[src/rtl/mixer_pwm.sv]
`default_nettype none
// ============================================================================
// Module   : mixer_pwm
// Brief    : Four-channel volume-scaled audio mixer with an 11-bit PWM DAC.
//            Optional sticky clip flag enabled by MIXER_CLIP_DETECT_EN.
// Revision : 1.0 - initial release
// ============================================================================
module mixer_pwm (
    input  logic        clk,
    input  logic        rst,
    input  logic        ena,
    input  logic [10:0] ch0_in,
    input  logic [10:0] ch1_in,
    input  logic [10:0] ch2_in,
    input  logic [10:0] ch3_in,
    input  logic [3:0]  vol0,
    input  logic [3:0]  vol1,
    input  logic [3:0]  vol2,
    input  logic [3:0]  vol3,
`ifdef MIXER_CLIP_DETECT_EN
    input  logic        clip_clr,
    output logic        clip,
`endif
    output logic [10:0] mix_out,
    output logic        pwm_out,
    output logic        sample_tick
);

    localparam logic [10:0] c_MID = 11'd1024;
    localparam logic [10:0] c_TOP = 11'd2047;

    logic [10:0] w_ch  [4];
    logic [3:0]  w_vol [4];

    assign w_ch[0]  = ch0_in;
    assign w_ch[1]  = ch1_in;
    assign w_ch[2]  = ch2_in;
    assign w_ch[3]  = ch3_in;
    assign w_vol[0] = vol0;
    assign w_vol[1] = vol1;
    assign w_vol[2] = vol2;
    assign w_vol[3] = vol3;

    // Stage 1: centre each sample on zero and scale by vol/16 (floor).
    generate
        for (genvar g = 0; g < 4; g++) begin : g_stage1
            logic signed [11:0] w_cen;
            logic signed [12:0] r_s1;

            assign w_cen = $signed({1'b0, w_ch[g]}) - 12'sd1024;

            always_ff @(posedge clk) begin
                if (rst) begin
                    r_s1 <= '0;
                end else begin
                    r_s1 <= 13'((17'(w_cen) * 17'($signed({1'b0, w_vol[g]}))) >>> 4);
                end
            end
        end
    endgenerate

    // Stage 2: halve the sum to keep headroom, re-bias, saturate.
    logic signed [14:0] w_sum;
    logic signed [14:0] w_mid;
    logic               w_lo;
    logic               w_hi;
    logic [10:0]        w_mix;

    assign w_sum = 15'(g_stage1[0].r_s1) + 15'(g_stage1[1].r_s1)
                 + 15'(g_stage1[2].r_s1) + 15'(g_stage1[3].r_s1);
    assign w_mid = (w_sum >>> 1) + 15'sd1024;
    assign w_lo  = (w_mid < 15'sd0);
    assign w_hi  = (w_mid > 15'sd2047);
    assign w_mix = w_lo ? 11'd0 : (w_hi ? c_TOP : w_mid[10:0]);

    always_ff @(posedge clk) begin
        if (rst) begin
            mix_out <= c_MID;
        end else begin
            mix_out <= w_mix;
        end
    end

`ifdef MIXER_CLIP_DETECT_EN
    // Setting has priority so a clamp coinciding with a clear is not lost.
    always_ff @(posedge clk) begin
        if (rst) begin
            clip <= 1'b0;
        end else if (w_lo || w_hi) begin
            clip <= 1'b1;
        end else if (clip_clr) begin
            clip <= 1'b0;
        end
    end
`endif

    // PWM stage: duty is only sampled at the period boundary (or while idle).
    logic [10:0] r_cnt;
    logic [10:0] r_duty;
    logic        r_tick;

    always_ff @(posedge clk) begin
        if (rst) begin
            r_cnt  <= '0;
            r_duty <= c_MID;
            r_tick <= 1'b0;
        end else if (!ena) begin
            r_cnt  <= '0;
            r_duty <= mix_out;
            r_tick <= 1'b0;
        end else begin
            r_cnt  <= r_cnt + 11'd1;
            r_tick <= (r_cnt == c_TOP);
            if (r_cnt == c_TOP) begin
                r_duty <= mix_out;
            end
        end
    end

    // Gated combinationally so disabling or resetting silences the DAC at once.
    assign pwm_out     = ena & ~rst & (r_cnt < r_duty);
    assign sample_tick = r_tick & ena;

endmodule
`default_nettype wire
[config.mk]
export PLATFORM = sky130hd
export DESIGN_NAME = mixer_pwm
export DESIGN_NICKNAME = d
export VERILOG_FILES = /design/src/rtl/mixer_pwm.sv
export SDC_FILE = /design/constraint.sdc
export NUM_CORES = 1
export LEC_CHECK = 0
export BUFFER_PORTS_ARGS = -buffer_cell sky130_fd_sc_hd__buf_2
export CAP_MARGIN = 0
export CORE_MARGIN = 8
export CORE_UTILIZATION = 50
export CTS_CLUSTER_DIAMETER = 60
export DETAILED_ROUTE_END_ITERATION = 6
export PLACE_DENSITY = 0.83
export SETUP_SLACK_MARGIN = 0.4
export SYNTH_ARGS = -nofsm -noshare
export SYNTH_HDL_FRONTEND = slang
export SYNTH_SLANG_ARGS = --single-unit
[constraint.sdc]
create_clock -name clk -period 4.3 [get_ports clk]
set_input_delay 0.645 -clock clk [delete_from_list [all_inputs] [get_ports clk]]
set_output_delay 0.645 -clock clk [all_outputs]
set_load 0.01 [all_outputs]
==> flow_metrics.py, run 1 <==
metrics = {
    "clock_network": {
        "clock_latency_ns": 0.34,
        "clockBufferDepth": 2,
        "cts_root_buf": "clkbuf_16",
        "clk_pin_slew_ns": 0.06,
        "cts_hold_buf": 0,
        "cts_max_level": 3,
        "numCtsBuffers": 9,
        "cts_tree": "yes",
        "clock_sinks": 86,
    },
    "sta": {
        "finalMaxSlewViolations": 0,
        "period_share_pct": 95.9,
        "rsz0062_at_grt": "true",
        "tns_ns": 0,
        "fin_skew_ns": 0.00370,
        "max_freq_ghz": 0.242,
        "period_needed_ns": 4.12,
        "hold_violations": 0,
        "worst_pin_slew_ns": 0.675,
        "finalSetupViolCount": 0,
        "slew_headroom_pct": 54.9,
    },
    "global_route": {
        "grt.overflow.total": 0,
        "grt_first_pass_wirelength_mm": 34.5,
        "grt_start_max_net_pins": 66,
        "antenna_found_initial": 0,
        "grt_usage_pct": 15.3,
        "grt_pass1_vias": 8040,
    },
    "yosys": {
        "synth_compound_area_share_pct": 8.86,
        "syn_inst": 1226,
        "synth_top_family_by_area": "adder cells",
        "yosysMostFrequentCell": "inv_1",
        "synth_flop_cell": "dfxtp_1",
        "synthMuxAreaShare_pct": 0.947,
        "syn_area_um2": 10600,
        "avgSynthCellArea_um2": 8.63,
        "yosys.area_share.simple_pct": 17.6,
        "yosysWarnings": 0,
        "seq_area_frac_synth_pct": 16.3,
        "yosys.area_share.xor_xnor_pct": 5.47,
        "synth_edf_count": 0,
        "synth_fa_ha_area_share_pct": 39.3,
        "yosys-top-cells-count": "inv_1, ha_1, fa_1",
        "synth_cell_types": 57,
        "synth-async-reset-ratio_pct": 0,
        "syn_nets": 1550,
        "netlist_top_cells_area": "fa_1, ha_1, dfxtp_1, inv_1, and2_1",
        "yosysTopAreaCellShare_pct": 22.5,
        "ys_seq_elements": 86,
        "synth_area_leader_cell": "fa_1",
    },
    "detailed_routing": {
        "wl_per_cell_um": 12.7,
        "drt_iter0_drc": 309,
        "vias": 7799,
        "wirelength_mm": 20.3,
        "postRouteAntennaNets": 0,
        "drc": 0,
        "vias_per_cell": 4.88,
        "dr.pass1.iters": 4,
    },
    "die": {
        "initial_core_util_pct": 50.6,
        "die_area_um2": 26100,
        "core_um2": 20900,
        "die-width_um": 161,
        "die_h_um": 161,
        "io_pins": 76,
        "rows": 53,
    },
    "power_and_ir_drop": {
        "power_density_nw_per_um2": 723,
        "p_leak_nw": 6.24,
        "finalPower_mw": 8.81,
        "ir_drop_uv": 822,
    },
    "setup_path": {
        "path_max_fanout": 5,
        "max_stage_delay_ns": 0.55,
        "crit_required_ns": 4.52,
        "cpMaxStageDelayCell": "fa_1",
        "path_class": "reg2reg",
        "endpoint_kind": "register",
        "path_cells": "inv_2, fa_1, fa_1, inv_1, ha_2, inv_2, fa_2, nand2b_4, a21oi_4, o221ai_4, o21ai_2, a211o_1, ha_2, inv_2, or4_4, buf_4, o21ai_4, a21o_4, o21ai_1",
        "cp.arrival_ns": 4.35,
        "worstSetupStartpointType": "register",
        "cpMostUsedCell": "inv_2",
    },
    "finish": {
        "n_antenna_cell": 0,
        "nets": 1642,
        "drive_gt1_share_pct": 15.1,
        "synthToLayoutAreaGrowth_pct": 15.1,
    },
    "placement": {
        "gp_congestion": 0.830,
        "post-dp-hpwl_mm": 16.4,
        "io_buffer_count": 75,
    },
    "job": {
        "maxCapViolCount": 0,
    },
    "status": {
        "outcome": "complete, no violations",
    },
    "worst_hold_path": {
        "hp-class": "reg2reg",
    },
}
## worst max-delay path, delay by kind of cell, from the launching register on
family | cells | cell delay, ns
DFF | 1 | 0.33
and+or+nand+nor | 2 | 0.64
buffers and inverters | 5 | 0.34
AOI/OAI and AO/OA | 7 | 0.99
adders and majority gates | 5 | 1.69
## final timing paths
| path | start | endpoint | slack (ns) | cells past startpoint |
|---|---|---|---|---|
| max | g_stage1[0].r_s1[1]$_SDFF_PP0_ | mix_out[8]$_SDFF_PP0_ | 0.18 | 19 |
| min | r_duty[10]$_SDFFE_PP1P_ | r_duty[10]$_SDFFE_PP1P_ | 0.47 | 1 |
| min reg2reg | r_duty[10]$_SDFFE_PP1P_ | r_duty[10]$_SDFFE_PP1P_ | 0.47 | 1 |
| max reg2reg | g_stage1[0].r_s1[1]$_SDFF_PP0_ | mix_out[8]$_SDFF_PP0_ | 0.18 | 19 |
## flip-flops by register name, summed over array words and instances, names as in the netlist
signal	flops
r_duty	11
g_stage1.r_s1	52
r_cnt	11
r_tick	1
mix_out	11
## per-stage QoR
step                hold WS (ns)  utilization (%)  instances  instance area, um2  setup slack, ns
finish                     0.466             58.3       1597               12200            0.176
global route               0.489             58.3       1597               12200           0.0452
CTS                        0.464             56.0       1578               11700            0.215
detailed placement         0.451             54.1       1558               11300           0.0765
global placement           0.446             54.1       1558               11300            0.197
floorplan                  0.435                -       1226               10700            0.385
## layout make-up
type / instances / area [um2]
Clock buffer: 12 / 246
Clock inverter: 3 / 45.0
Fill cell: 1763 / 8720
Inverter: 298 / 1120
Multi-Input combinational cell: 821 / 8070
Sequential cell: 86 / 1720
Tap cell: 275 / 344
Timing Repair Buffer: 102 / 624
## timing repair
action                     CTS  global route
setup buffers                4            19
setup endpoints to repair   11            27
gates cloned                 1             0
gates resized for setup     12            84
pin swaps                   12            63
## layout by cell type (no fill, tap or decap), types with 4 or more instances in the layout
master,n
o21ai_0,9
nand2_1,53
a21o_4,4
mux2i_1,10
o21a_1,10
a21oi_2,10
ha_4,9
nor3_1,21
nor2_1,89
buf_2,67
fa_1,118
a21o_1,23
xnor2_1,38
o21ai_1,5
o21ai_2,6
and3_1,5
buf_4,28
inv_2,11
xor2_1,27
ha_1,131
and2_4,6
a21oi_1,19
dfxtp_1,84
and2_1,113
nand3_1,16
nor2b_1,16
o21bai_4,4
clkbuf_16,9
a2111oi_4,4
nand2b_1,17
nand4_1,5
inv_1,287
and4_1,4
buf_6,7
## power breakdown
| part | internal [mW] | switching [mW] | leakage (nW) |
|---|---|---|---|
| clock | 0.463 | 0.296 | 0.135 |
| combinational | 3.04 | 3.83 | 5.39 |
| sequential | 1.08 | 0.102 | 0.713 |
| total | 4.58 | 4.23 | 6.24 |
## per-layer routing
layer	global-route usage, %	part of all wire (%)	up-vias
met1	18.1	43	3682
met3	2.60	3.1	35
met2	28.4	52	127
li1	-	-	3955
met4	3.45	1.8	0
met5	0	0	-
## cell families after synthesis
group                      after synthesis
buffers and inverters                  320
xor gates and xnor gates                66
muxes                                   10
adders and majority gates              261
DFF                                     86
and+or+nand+nor                        359
AOI/OAI and AO/OA                      124
Power figures use the tool's default switching activity.
==> inputs of run 2 (changes only) <==
- ABC_AREA: default -> 1
- CTS_BUF_LIST: default -> sky130_fd_sc_hd__clkbuf_8
- PLACE_DENSITY: 0.83 -> 0.82
==> run 2 against run 1 <==
Compared with the run above: synthesized cell count up 35%; die area increased by 7.3%; sequential power down 7%; combinational power fell by 25%; synthesized area up 8.1%; wire length rose by 15%; non-clock buffer count shrank 22; count of clock-buffer cells in the layout shrank 2; global-route usage up 1.9 points; via count is 27% higher; clock skew up 0.0042 ns; sequential share of layout area decreased by 0.15 points; critical path type is now in2reg; largest cell class unchanged; largest power group unchanged.
==> flow_metrics.py, run 2 <==
metrics = {
    "status": {
        "outcome": "complete, no violations",
    },
    "detailed_routing": {
        "wirelength_mm": 23.3,
        "vias_per_cell": 4.93,
        "vias": 9901,
        "drt_iter0_drc": 637,
        "postRouteAntennaNets": 0,
        "dr.pass1.iters": 7,
        "wl_per_cell_um": 11.6,
        "drc": 0,
    },
    "finish": {
        "layout_commonest_cell": "inv_1",
        "synthToLayoutAreaGrowth_pct": 7.43,
        "largest_reg_flops": 52,
        "nets": 2044,
        "post-route-util_pct": 54.4,
        "drive_gt1_share_pct": 6.79,
        "layout_common_cells": "inv_1, nand2_1, ha_1",
        "largest-register": "g_stage1.r_s1",
        "n_antenna_cell": 0,
    },
    "clock_network": {
        "clock_sinks": 86,
        "cts_max_level": 3,
        "clk_pin_slew_ns": 0.08,
        "post_cts_buffers": 0,
        "clock_latency_ns": 0.37,
        "numCtsBuffers": 9,
        "clockBufferDepth": 2,
        "cts_hold_buf": 0,
        "cts_tree": "yes",
        "cts_root_buf": "clkbuf_8",
        "cts_resized": 0,
    },
    "global_route": {
        "met2_usage_pct": 30.6,
        "groute.layer.met1.usage_pct": 21.3,
        "grt_first_pass_wirelength_mm": 41.6,
        "grt_usage_pct": 17.3,
        "grt.overflow.total": 0,
        "grtUsageMet3_pct": 2.99,
        "grt_pass1_vias": 9696,
        "grt_start_max_net_pins": 48,
        "antenna_found_initial": 1,
        "grt-busiest-layer": "met2",
    },
    "power_and_ir_drop": {
        "power_density_nw_per_um2": 551,
        "ir_drop_uv": 522,
        "p_leak_nw": 7.55,
    },
    "die": {
        "core_um2": 22600,
        "die-width_um": 167,
        "die_h_um": 167,
        "rows": 55,
        "initial_core_util_pct": 50.7,
        "io_pins": 76,
        "die_area_um2": 28000,
    },
    "worst_hold_path": {
        "holdPathEnd": "r_duty[9]$_SDFFE_PP0P_",
        "hp-class": "reg2reg",
        "min_from": "r_duty[9]$_SDFFE_PP0P_",
        "hold_path_depth": 2,
    },
    "sta": {
        "period_needed_ns": 3.59,
        "worst_pin_slew_ns": 0.675,
        "max_freq_ghz": 0.278,
        "tns_ns": 0,
        "slew_headroom_pct": 54.8,
        "hold_violations": 0,
        "finalMaxSlewViolations": 0,
        "rsz0062_at_grt": "false",
        "fin_skew_ns": 0.00792,
        "period_share_pct": 83.6,
        "finalSetupViolCount": 0,
        "fin_ws_ns": 0.707,
    },
    "yosys": {
        "synth_flop_cell": "dfxtp_1",
        "netlist_top_cells_area": "fa_1, inv_1, ha_1, dfxtp_1, nand2_1",
        "synth_cell_types": 36,
        "syn_area_um2": 11400,
        "yosysTopAreaCellShare_pct": 20.8,
        "yosysMostFrequentCell": "inv_1",
        "synth-async-reset-ratio_pct": 0,
        "avgSynthCellArea_um2": 6.92,
        "yosysWarnings": 0,
        "syn_inst": 1653,
        "synth_edf_count": 0,
        "synth_area_leader_cell": "fa_1",
        "seq_area_frac_synth_pct": 15.1,
        "yosys-top-cells-count": "inv_1, nand2_1, ha_1",
        "syn_nets": 1977,
        "ys_seq_elements": 86,
    },
    "setup_path": {
        "endpoint_kind": "register",
        "r2r_end": "mix_out[3]$_SDFF_PP0_",
        "cpMostUsedCell": "nand2_1",
        "path_class": "in2reg",
        "ff2ff_path_depth": 20,
        "max_stage_delay_ns": 0.55,
        "path_cells": "buf_2, nand2_1, inv_1, ha_1, inv_1, fa_1, fa_1, inv_1, ha_1, nand2_1, o31ai_1, nand3_1, nand2_1, nand3_1, nand2_1, a21oi_1, o21a_1",
        "worstSetupStartpointType": "primary input",
        "cpMaxStageDelayCell": "fa_1",
        "cp.arrival_ns": 3.86,
        "timing.rr.start": "g_stage1[0].r_s1[11]$_SDFF_PP0_",
        "path_max_fanout": 11,
        "crit_required_ns": 4.56,
        "r2r_setup_slack_ns": 0.71,
    },
    "placement": {
        "post-place-ws_ns": 0.365,
        "io_buffer_count": 75,
        "gp_congestion": 0.865,
        "post-dp-hpwl_mm": 20.2,
    },
    "job": {
        "maxCapViolCount": 0,
    },
}
==> run 2: worst max-delay path by stage <==
| stage | slack, ns | start | end |
|---|---|---|---|
| after global placement | 0.38 | vol3[2] | g_stage1[3].r_s1[10]$_SDFF_PP0_ |
| final | 0.71 | vol0[3] | g_stage1[0].r_s1[5]$_SDFF_PP0_ |
| after floorplan | 0.59 | vol1[3] | g_stage1[1].r_s1[8]$_SDFF_PP0_ |
| after CTS | 0.72 | g_stage1[0].r_s1[11]$_SDFF_PP0_ | mix_out[3]$_SDFF_PP0_ |
| after detailed placement | 0.37 | vol3[3] | g_stage1[3].r_s1[10]$_SDFF_PP0_ |
| after global routing | 0.42 | vol3[2] | g_stage1[3].r_s1[10]$_SDFF_PP0_ |
==> run 2: per-layer routing <==
metal,vias up,wire length [um]
met5,-,8
met3,32,934
met2,189,11500
li1,5098,-
met1,4580,10500
met4,2,357
==> run 2: through the flow <==
stage | hold slack [ns] | instances | power [mW] | instance area (um2)
global placement | 0.444 | 1994 | 6.03 | 12100
floorplan | 0.430 | 1653 | 5.12 | 11400
CTS | 0.473 | 2009 | 6.78 | 12300
finish | 0.469 | 2009 | 6.77 | 12300
detailed placement | 0.461 | 1994 | 6.20 | 12100
global route | 0.487 | 2009 | 7.67 | 12300
==> run 2: cell type report <==
type / instances / area, um2
clock buffers: 10 / 138
clock inverters: 5 / 51.3
fillers: 2174 / 10300
inverters: 508 / 1910
multi-input cells: 1035 / 7700
flip-flops and latches: 86 / 1720
well taps: 285 / 357
repair buffers: 80 / 413
==> run 2: logic make-up after synthesis <==
logic type      Yosys count  share of synthesized area, %
buf+inv                 532                          17.6
simple gates            533                          19.4
flops                    86                          15.1
fa+ha+maj               261                          36.4
compound gates          233                          10.9
xor+xnor                  8                         0.613
==> run 2: worst max-delay path, delay by kind of cell <==
kind,cells,cell delay [ns]
adder cells (fa/ha/maj),4,1.65
buffers and inverters,4,0.31
AO/OA/AOI/OAI,3,0.60
AND/OR/NAND/NOR,6,0.63
==> run 2: power by group <==
part | switching [mW] | internal, mW | leakage, nW
registers | 0.0882 | 1.01 | 0.713
logic | 3.30 | 1.83 | 6.74
clock network | 0.266 | 0.276 | 0.0993
==> inputs of run 3 (changes only) <==
- clock period: 4.3 -> 3.3 ns (I/O delays scaled with it)
==> run 3 against run 2 <==
Compared with the run above: the flow now finishes with violations (DRC, setup timing); final area increased by 44%; total power rose by 150%; via count up 34%; register-to-register slack worse by 1.2 ns; final cell count is 11% higher; global-route usage increased by 5.7 points; clock power rose by 30%; core utilization grew 24 points; critical endpoint is now mix_out[3]$_SDFF_PP0_.
==> flow_metrics.py, run 3 (synthesized netlist as in run 2, its figures left out) <==
metrics = {
    "worst_hold_path": {
        "hp-class": "reg2reg",
        "min_from": "r_duty[9]$_SDFFE_PP0P_",
    },
    "detailed_routing": {
        "drc": 1,
        "vias_per_cell": 5.93,
        "vias": 13247,
        "postRouteAntennaNets": 0,
        "dr.pass1.iters": 7,
        "wl_per_cell_um": 21.1,
        "drt_iter0_drc": 1442,
        "wirelength_mm": 47.2,
    },
    "placement": {
        "io_buffer_count": 75,
        "post-dp-hpwl_mm": 22.3,
        "dpl_cell_area_um2": 14200,
        "gp_congestion": 0.862,
    },
    "setup_path": {
        "path_class": "reg2reg",
        "cpMaxStageDelayCell": "fa_1",
        "ff2ff_path_depth": 23,
        "r2r_setup_slack_ns": -0.46,
        "r2r_end": "mix_out[3]$_SDFF_PP0_",
        "worstSetupStartpointType": "register",
        "path_max_fanout": 5,
        "endpoint_kind": "register",
        "crit_required_ns": 3.61,
        "cpMostUsedCell": "nand2_1",
        "critPathLaunch": "g_stage1[2].r_s1[5]$_SDFF_PP0_",
        "path_buf_inv": 5,
        "cp-endpoint": "mix_out[3]$_SDFF_PP0_",
        "timing.rr.start": "g_stage1[2].r_s1[5]$_SDFF_PP0_",
        "cp_top_family": "simple AND/OR/NAND/NOR gates",
        "max_stage_delay_ns": 0.52,
        "path_cells": "inv_1, fa_1, fa_1, inv_1, ha_4, nand2_1, nand2_1, nand2_1, nand2_2, buf_4, buf_4, inv_2, nand2_1, nand2_1, nand2_2, nand2_2, nor2_4, nand3_1, nand2_1, nand2_2, nand2_4, nand2_4, a21oi_2",
        "cp.arrival_ns": 4.08,
        "path_depth": 23,
    },
    "clock_network": {
        "cts_max_level": 3,
        "clockBufferDepth": 2,
        "cts_hold_buf": 0,
        "clock_latency_ns": 0.39,
        "clock_sinks": 86,
        "numCtsBuffers": 9,
        "clk_pin_slew_ns": 0.09,
        "cts_root_buf": "clkbuf_8",
        "cts_tree": "yes",
    },
    "global_route": {
        "grtUsageMet3_pct": 3.60,
        "grt_start_max_net_pins": 48,
        "grt_usage_pct": 23.0,
        "grt_pass1_vias": 12287,
        "groute.layer.met1.usage_pct": 24.9,
        "antenna_found_initial": 2,
        "grt.overflow.total": 0,
        "met2_usage_pct": 43.2,
        "grt-busiest-layer": "met2",
        "grt_first_pass_wirelength_mm": 54.5,
    },
    "finish": {
        "layout_commonest_cell": "inv_1",
        "largest_reg_flops": 52,
        "drive_gt1_share_pct": 47.6,
        "largest-register": "g_stage1.r_s1",
        "n_antenna_cell": 0,
        "num-fill-cells": 1196,
        "post-route-util_pct": 78.3,
        "synthToLayoutAreaGrowth_pct": 54.5,
        "nets": 2268,
        "layout_common_cells": "inv_1, nand2_1, buf_4",
        "final_area_um2": 17700,
        "regArea_um2": 1740,
        "multi_input_area_um2": 10700,
    },
    "sta": {
        "max_freq_ghz": 0.266,
        "fin_ws_ns": -0.464,
        "hold_violations": 0,
        "worst_pin_slew_ns": 0.659,
        "rsz0062_at_grt": "true",
        "slew_headroom_pct": 56.1,
        "period_needed_ns": 3.76,
        "period_share_pct": 114,
        "fin_skew_ns": 0.0163,
        "finalSetupViolCount": 16,
        "finalMaxSlewViolations": 0,
    },
    "status": {
        "violations": "DRC, setup timing",
        "outcome": "finished with violations",
    },
    "die": {
        "initial_core_util_pct": 50.7,
        "io_pins": 76,
        "core_um2": 22600,
        "rows": 55,
        "die_h_um": 167,
        "die-width_um": 167,
        "die_area_um2": 28000,
    },
    "power_and_ir_drop": {
        "ir_drop_uv": 936,
        "switching_share_pct": 54.7,
        "p_int_mw": 7.52,
        "seqPwrFrac_pct": 9.0,
        "p_switching_mw": 9.09,
        "power_density_nw_per_um2": 940,
        "p_leak_nw": 9.15,
        "comb_power_share_pct": 86.8,
        "clockPowerShare_pct": 4.2,
    },
    "job": {
        "maxCapViolCount": 0,
    },
}
run 3: metal layers:
metal	part of all wire (%)	wire length, um
met4	7.7	3660
met1	34	15900
met2	49	23300
met3	9.2	4350
met5	0.049	23
run 3: layout make-up:
class / instances / share of cell area (%)
Tap cell: 285 / 2.02
Sequential cell: 86 / 9.83
Timing Repair Buffer: 303 / 15.4
Inverter: 508 / 10.9
Clock inverter: 6 / 0.219
Multi-Input combinational cell: 1036 / 60.8
Clock buffer: 10 / 0.779
run 3: how the worst min path moves through the flow:
stage	end	slack (ns)	depth (start not counted)
6_report	r_duty[9]$_SDFFE_PP0P_	0.47	2
4_1_cts	r_duty[8]$_SDFFE_PP0P_	0.47	2
3_3_place_gp	r_cnt[0]$_SDFF_PN0_	0.44	1
3_5_place_dp	r_cnt[0]$_SDFF_PN0_	0.45	1
5_1_grt	r_duty[9]$_SDFFE_PP0P_	0.49	2
2_1_floorplan	r_cnt[0]$_SDFF_PN0_	0.43	1
run 3: timing repair:
action | in CTS | in global routing
cloned | 7 | 0
setup endpoints to repair | 49 | 54
gates resized for setup | 312 | 383
buffers inserted | 32 | 30
pin swaps | 188 | 231
run 3: tightest hold or removal path, delay by kind of cell, from the launching register on:
kind / cells / cell delay (ns)
buffers and inverters: 1 / 0.06
DFF: 1 / 0.31
AOI/OAI and AO/OA: 1 / 0.06
run 3: power groups by stage:
stage	registers (mW)	logic, mW	clock network (mW)
floorplan	1.43	6.41	0
global placement	1.45	8.48	0
detailed placement	1.46	8.81	0
CTS	1.44	10.5	0.678
global route	1.50	15.1	0.730
finish	1.49	14.4	0.704
run 3: per-stage QoR:
| stage | instances | setup slack, ns | setup TNS [ns] | power, mW | hold WS [ns] |
|---|---|---|---|---|---|
| 3_5_place_dp | 2149 | -0.248 | -5.17 | 10.3 | 0.450 |
| 5_1_grt | 2234 | -0.512 | -6.36 | 17.3 | 0.493 |
| 3_3_place_gp | 2149 | -0.188 | -3.08 | 9.93 | 0.443 |
| 6_report | 2234 | -0.464 | -5.41 | 16.6 | 0.469 |
| 4_1_cts | 2204 | -0.0142 | -0.0142 | 12.6 | 0.467 |
| 2_1_floorplan | 1653 | -0.0516 | -0.0516 | 7.84 | 0.430 |
